$ cat src/rtl/dm_cache_ctrl.sv
// rtl/dm_cache_ctrl.sv - direct-mapped write-through cache controller with burst line refill
// Read misses refill a whole line from word-wide memory; stores always go straight to memory.

module dm_cache_ctrl #(
  parameter int ADDR_W = 10,
  parameter int DATA_W = 32,
  parameter int LINES  = 32,
  parameter int WORDS  = 4,
  parameter int CNT_W  = 16
) (
  input  logic              clk,
  input  logic              reset_n,
  input  logic              cpu_rd_en,
  input  logic              cpu_wr_en,
  input  logic [ADDR_W-1:0] cpu_addr,
  input  logic [DATA_W-1:0] cpu_wdata,
  output logic [DATA_W-1:0] cpu_rdata,
  output logic              cpu_stall,
  input  logic              flush,
  output logic              mem_req,
  output logic              mem_we,
  output logic [ADDR_W-1:0] mem_addr,
  output logic [DATA_W-1:0] mem_wdata,
  input  logic [DATA_W-1:0] mem_rdata,
  input  logic              mem_ready,
  output logic [CNT_W-1:0]  hit_cnt,
  output logic [CNT_W-1:0]  miss_cnt
);

  localparam int OFF_W = $clog2(WORDS);
  localparam int IDX_W = $clog2(LINES);
  localparam int TAG_W = ADDR_W - OFF_W - IDX_W;
  localparam logic [CNT_W-1:0] CNT_MAX = '1;
  localparam logic [OFF_W-1:0] LAST_BEAT = OFF_W'(WORDS - 1);

  typedef enum logic [1:0] {IDLE, WRITE, REFILL, WDONE} state_t;

  state_t            state;
  logic [LINES-1:0]  valid;
  logic [TAG_W-1:0]  tag_mem  [LINES];
  logic [DATA_W-1:0] data_mem [LINES*WORDS];
  logic [OFF_W-1:0]  beat;
  logic              refilled;

  logic [OFF_W-1:0]  addr_off;
  logic [IDX_W-1:0]  addr_idx;
  logic [TAG_W-1:0]  addr_tag;
  logic [OFF_W-1:0]  beat_nxt;
  logic              last_beat;
  logic              hit;
  logic              rd_hit;

  assign addr_off  = cpu_addr[OFF_W-1:0];
  assign addr_idx  = cpu_addr[OFF_W +: IDX_W];
  assign addr_tag  = cpu_addr[ADDR_W-1 -: TAG_W];
  assign beat_nxt  = beat + OFF_W'(1);
  assign last_beat = (beat == LAST_BEAT);

  assign hit    = valid[addr_idx] && (tag_mem[addr_idx] == addr_tag);
  assign rd_hit = (state == IDLE) && !flush && !cpu_wr_en && cpu_rd_en && hit;

  assign cpu_rdata = rd_hit ? data_mem[{addr_idx, addr_off}] : '0;

  always_comb begin
    cpu_stall = 1'b0;
    case (state)
      IDLE:          cpu_stall = flush | cpu_wr_en | (cpu_rd_en & ~hit);
      WRITE, REFILL: cpu_stall = 1'b1;
      default:       cpu_stall = 1'b0;
    endcase
  end

  // Line storage carries no reset; the valid bits alone decide what is usable.
  always_ff @(posedge clk) begin
    if (state == WRITE && mem_ready && hit) begin
      data_mem[{addr_idx, addr_off}] <= cpu_wdata;
    end
    if (state == REFILL && mem_ready) begin
      data_mem[{addr_idx, beat}] <= mem_rdata;
      if (last_beat) begin
        tag_mem[addr_idx] <= addr_tag;
      end
    end
  end

  always_ff @(posedge clk or negedge reset_n) begin
    if (!reset_n) begin
      state     <= IDLE;
      valid     <= '0;
      beat      <= '0;
      refilled  <= 1'b0;
      hit_cnt   <= '0;
      miss_cnt  <= '0;
      mem_req   <= 1'b0;
      mem_we    <= 1'b0;
      mem_addr  <= '0;
      mem_wdata <= '0;
    end else begin
      case (state)
        IDLE: begin
          if (flush) begin
            valid <= '0;
          end else if (cpu_wr_en) begin
            mem_req   <= 1'b1;
            mem_we    <= 1'b1;
            mem_addr  <= cpu_addr;
            mem_wdata <= cpu_wdata;
            state     <= WRITE;
          end else if (cpu_rd_en) begin
            if (hit) begin
              // The first hit after a refill is the held miss retiring, not a new hit.
              if (!refilled && hit_cnt != CNT_MAX) begin
                hit_cnt <= hit_cnt + CNT_W'(1);
              end
              refilled <= 1'b0;
            end else begin
              if (miss_cnt != CNT_MAX) begin
                miss_cnt <= miss_cnt + CNT_W'(1);
              end
              // Drop the victim line now so a half-overwritten line is never valid.
              valid[addr_idx] <= 1'b0;
              beat     <= '0;
              mem_req  <= 1'b1;
              mem_we   <= 1'b0;
              mem_addr <= {addr_tag, addr_idx, {OFF_W{1'b0}}};
              state    <= REFILL;
            end
          end
        end
        WRITE: begin
          if (mem_ready) begin
            mem_req <= 1'b0;
            mem_we  <= 1'b0;
            state   <= WDONE;
          end
        end
        REFILL: begin
          if (mem_ready) begin
            beat <= beat_nxt;
            if (last_beat) begin
              valid[addr_idx] <= 1'b1;
              refilled        <= 1'b1;
              mem_req         <= 1'b0;
              state           <= IDLE;
            end else begin
              mem_addr <= {addr_tag, addr_idx, beat_nxt};
            end
          end
        end
        WDONE: begin
          state <= IDLE;
        end
        default: begin
          state <= IDLE;
        end
      endcase
    end
  end

endmodule

$ cat config.mk
export PLATFORM = sky130hd
export DESIGN_NAME = dm_cache_ctrl
export DESIGN_NICKNAME = d
export VERILOG_FILES = /design/src/rtl/dm_cache_ctrl.sv
export SDC_FILE = /design/constraint.sdc
export NUM_CORES = 2
export LEC_CHECK = 0
export ABC_AREA = 1
export BUFFER_PORTS_ARGS = -buffer_cell sky130_fd_sc_hd__buf_2
export CAP_MARGIN = 20
export CELL_PAD_IN_SITES_DETAIL_PLACEMENT = 2
export CELL_PAD_IN_SITES_GLOBAL_PLACEMENT = 2
export CORE_ASPECT_RATIO = 0.75
export CORE_MARGIN = 5
export CORE_UTILIZATION = 30
export CTS_CLUSTER_SIZE = 28
export DETAILED_ROUTE_END_ITERATION = 6
export PLACE_DENSITY_LB_ADDON = 0.1
export SYNTH_ARGS = -nofsm -noshare
export SYNTH_HDL_FRONTEND = slang
export SYNTH_MEMORY_MAX_BITS = 65536
export SYNTH_SLANG_ARGS = --single-unit
$ cat constraint.sdc
create_clock -name clk -period 8.9 [get_ports clk]
set_clock_uncertainty 0.1 [all_clocks]
set_input_delay 2.67 -clock clk [delete_from_list [all_inputs] [get_ports clk]]
set_output_delay 2.67 -clock clk [all_outputs]
set_load 0.005 [all_outputs]
==> impl_metrics.toml <==
[synthesis]
synth_common_cells = "4,192 x edfxtp_1, 3,411 x nand2_1, 1,252 x a21oi_1, 867 x nor2_1, 726 x clkbuf_1"
synth_nets = 13200
synthArstFlopShare_pct = 2.62
synth_top_area_cell = "edfxtp_1"
synth-edff-count = 4192
ys_seq_area_share_pct = 75.5
yosysMostFrequentCell = "edfxtp_1"
yosysTopAreaCellShare_pct = 73.9
synthesis.area_sq_mm = 0.170
yosys-top-cells-area = "edfxtp_1 74%, nand2_1 7.5%, a21oi_1 3.7%, a32o_1 2.1%, o21ai_0 2.0%"
synth.distinct_cells = 44
ys_warn_count = 0
synth_flop_cell = "edfxtp_1"
synth-seq-cells = 4305
syn_inst = 13100
syn_avg_cell_area_sq_um = 13.0

[job]
maxCapViolations = 0

[final_layout]
syn_to_final_growth_pct = 19.8
final_core_util_pct = 36.1
nets = 13900
final_layout_size_suffix_gt1_share_pct = 14.0

[placement]
dp_hpwl_microns = 462000
io_buffers = 188
gp_congestion = 0.816

[routing]
ant_nets = 0
dr.pass1.iters = 6
wl_per_cell_microns = 34.2
drt-total-wl_microns = 746000
routed_via_density = 5.46
drt_iter0_markers = 11700
vias = 119000
remaining_drc_errors = 0

[worst_setup_path]
cp-startpoint = "cpu_addr[2]"
r2r_cells = 14
r2r-end = "data_mem[83][12]"
cp-end-kind = "output port"
worstPathRequired_ns = 6.13
critPathCapture = "cpu_rdata[18]"
reg2reg_slack_ns = 3.44
cp_max_fo = 11
r2r_start = "state[0]"
worstSetupPathType = "primary input to output port"
arrival_ns = 6.07
worst_setup_path_start_kind = "primary input"

[pwr]
leakage_nw = 68.6
power_per_cell_area_mw_per_mm2 = 238
peakVddDrop_mv = 0.222

[floorplan]
core_region_area_sq_mm = 0.565
dieWidth_microns = 880
die_area_sq_mm = 0.583
io_pins = 189
initial_utilization_pct = 30.1
row_count = 239
fp.dieH_microns = 663

[clock_network]
root_buffer = "clkbuf_16"
cts_buffers = 459
clock-sinks = 4305
insertion_delay_ns = 1.06
clock_path_buffers = 4
hold_buffers = 0
cts-htree-levels = 5
path_clk_slew_ns = 0.06
cts_tree = "yes"

[sta]
rsz0062_at_grt = "false"
finalCritPeriodShare_pct = 99.3
tightest_slew_ns = 1.37
fmax_mhz = 113
holdWs_ns = 0.381
finalSetupViolCount = 0
finalCriticalPeriod_ns = 8.84
drv_slew = 0
finalHoldViolCount = 0
slew-limit-headroom_pct = 8.36

[grt]
grt_pass1_vias = 125000
grt_max_degree = 129
antenna_found_initial = 70
overflow = 0
grt.total_usage_pct = 24.8
grt_pass1_wl_microns = 1030000

[hold_path]
hp-class = "flip-flop to flip-flop"

[status]
status = "completed"
-- routing by layer --
metal	GRT usage (%)	wire, microns
met3	2.61	36900
met1	36.6	349000
met5	0	79
met4	6.05	20300
met2	39.2	339000
-- worst min-delay path by stage --
stage / endpoint / from / cells after the start / slack, ns
floorplan: refilled / refilled / 2 / 0.35
global placement: mem_req / mem_req / 2 / 0.36
detailed placement: mem_wdata[16] / mem_wdata[16] / 2 / 0.37
CTS: mem_wdata[16] / mem_wdata[16] / 2 / 0.39
global route: mem_wdata[26] / mem_wdata[26] / 2 / 0.42
finish: mem_wdata[16] / mem_wdata[16] / 2 / 0.38
-- final cells by class --
class	count	area, sq um
inverter	146	607
sequential	4305	129000
multi-input combinational	7745	39200
clock buffer	586	12200
timing repair buffer	1166	11400
tap	7591	9500
fill	57400	361000
clock inverter	266	2480
antenna	16	40.0
-- cell usage in the layout, fill, tap and decap left out, types with 16 or more instances in the layout --
| master | instances |
|---|---|
| o22ai_1 | 191 |
| a32o_1 | 350 |
| inv_1 | 132 |
| o211ai_1 | 20 |
| nor2_4 | 137 |
| clkinv_1 | 123 |
| buf_12 | 243 |
| o2111ai_1 | 45 |
| dfrtp_1 | 113 |
| nand2_1 | 3400 |
| o21ai_0 | 630 |
| edfxtp_1 | 4192 |
| bufinv_16 | 43 |
| clkbuf_16 | 467 |
| o221ai_1 | 87 |
| o21ai_4 | 33 |
| a21oi_1 | 1251 |
| nor2_1 | 726 |
| diode_2 | 16 |
| nand4_1 | 81 |
| clkinv_2 | 73 |
| nand3_1 | 187 |
| a22o_1 | 63 |
| buf_2 | 183 |
| a32oi_1 | 143 |
| buf_4 | 733 |
| xor2_1 | 24 |
| clkbuf_1 | 115 |
| a22oi_1 | 262 |
| nor3_1 | 32 |
-- stage by stage --
stage	TNS, ns	area (sq um)	std cells	setup slack, ns	total power, W
detailed placement	-1.61	189000	21000	-0.537	0.0296
finish	0	204000	21800	0.0600	0.0485
global placement	-1.49	189000	20900	-0.518	0.0294
floorplan	-979.51	170000	13100	-0.697	0.0264
global route	0	204000	21800	0.000706	0.0500
CTS	0	204000	21800	0.00377	0.0489
-- critical path: stages --
cell	delay, ns
buf_4	0.24
nor2_4	0.09
buf_12	0.16
buf_4	0.24
inv_8	0.10
buf_12	0.15
buf_12	0.20
o22ai_1	0.10
nor2_1	0.53
a21oi_1	0.38
nand2_1	0.27
nand4_1	0.13
buf_4	0.19
nor2_1	0.32
buf_2	0.19
-- flip-flops by register name (all words and copies together) (netlist names) --
register,cells
mem_wdata,32
miss_cnt,16
mem_req,1
valid,32
beat,2
tag_mem,96
hit_cnt,16
state,2
mem_we,1
data_mem,4096
refilled,1
mem_addr,10
-- cells by family (layout without fill, tap and decap cells) --
kind of cell,Yosys count,after routing,share of synthesized area [%]
AO/OA/AOI/OAI,3106,3106,11.5
XOR/XNOR,27,27,0.139
adder cells (fa/ha/maj),8,8,0.0587
buffers and inverters,1047,2164,2.34
flip-flops,4305,4305,75.5
other,0,16,0
AND/OR/NAND/NOR,4604,4604,10.5
-- power by group --
part           switching [W]  internal (W)  total, W
clock network        0.00850        0.0109    0.0194
logic                0.00433       0.00123   0.00556
registers           0.000125        0.0234    0.0236
-- what timing repair did --
item,in CTS,in global routing
resized for setup,10,11
endpoints found under the hold margin,0,0
setup buffers,0,0
endpoints found under the setup margin,17,13
pin swaps,0,0
gates cloned,1,0
(Power assumes the default switching activity.)
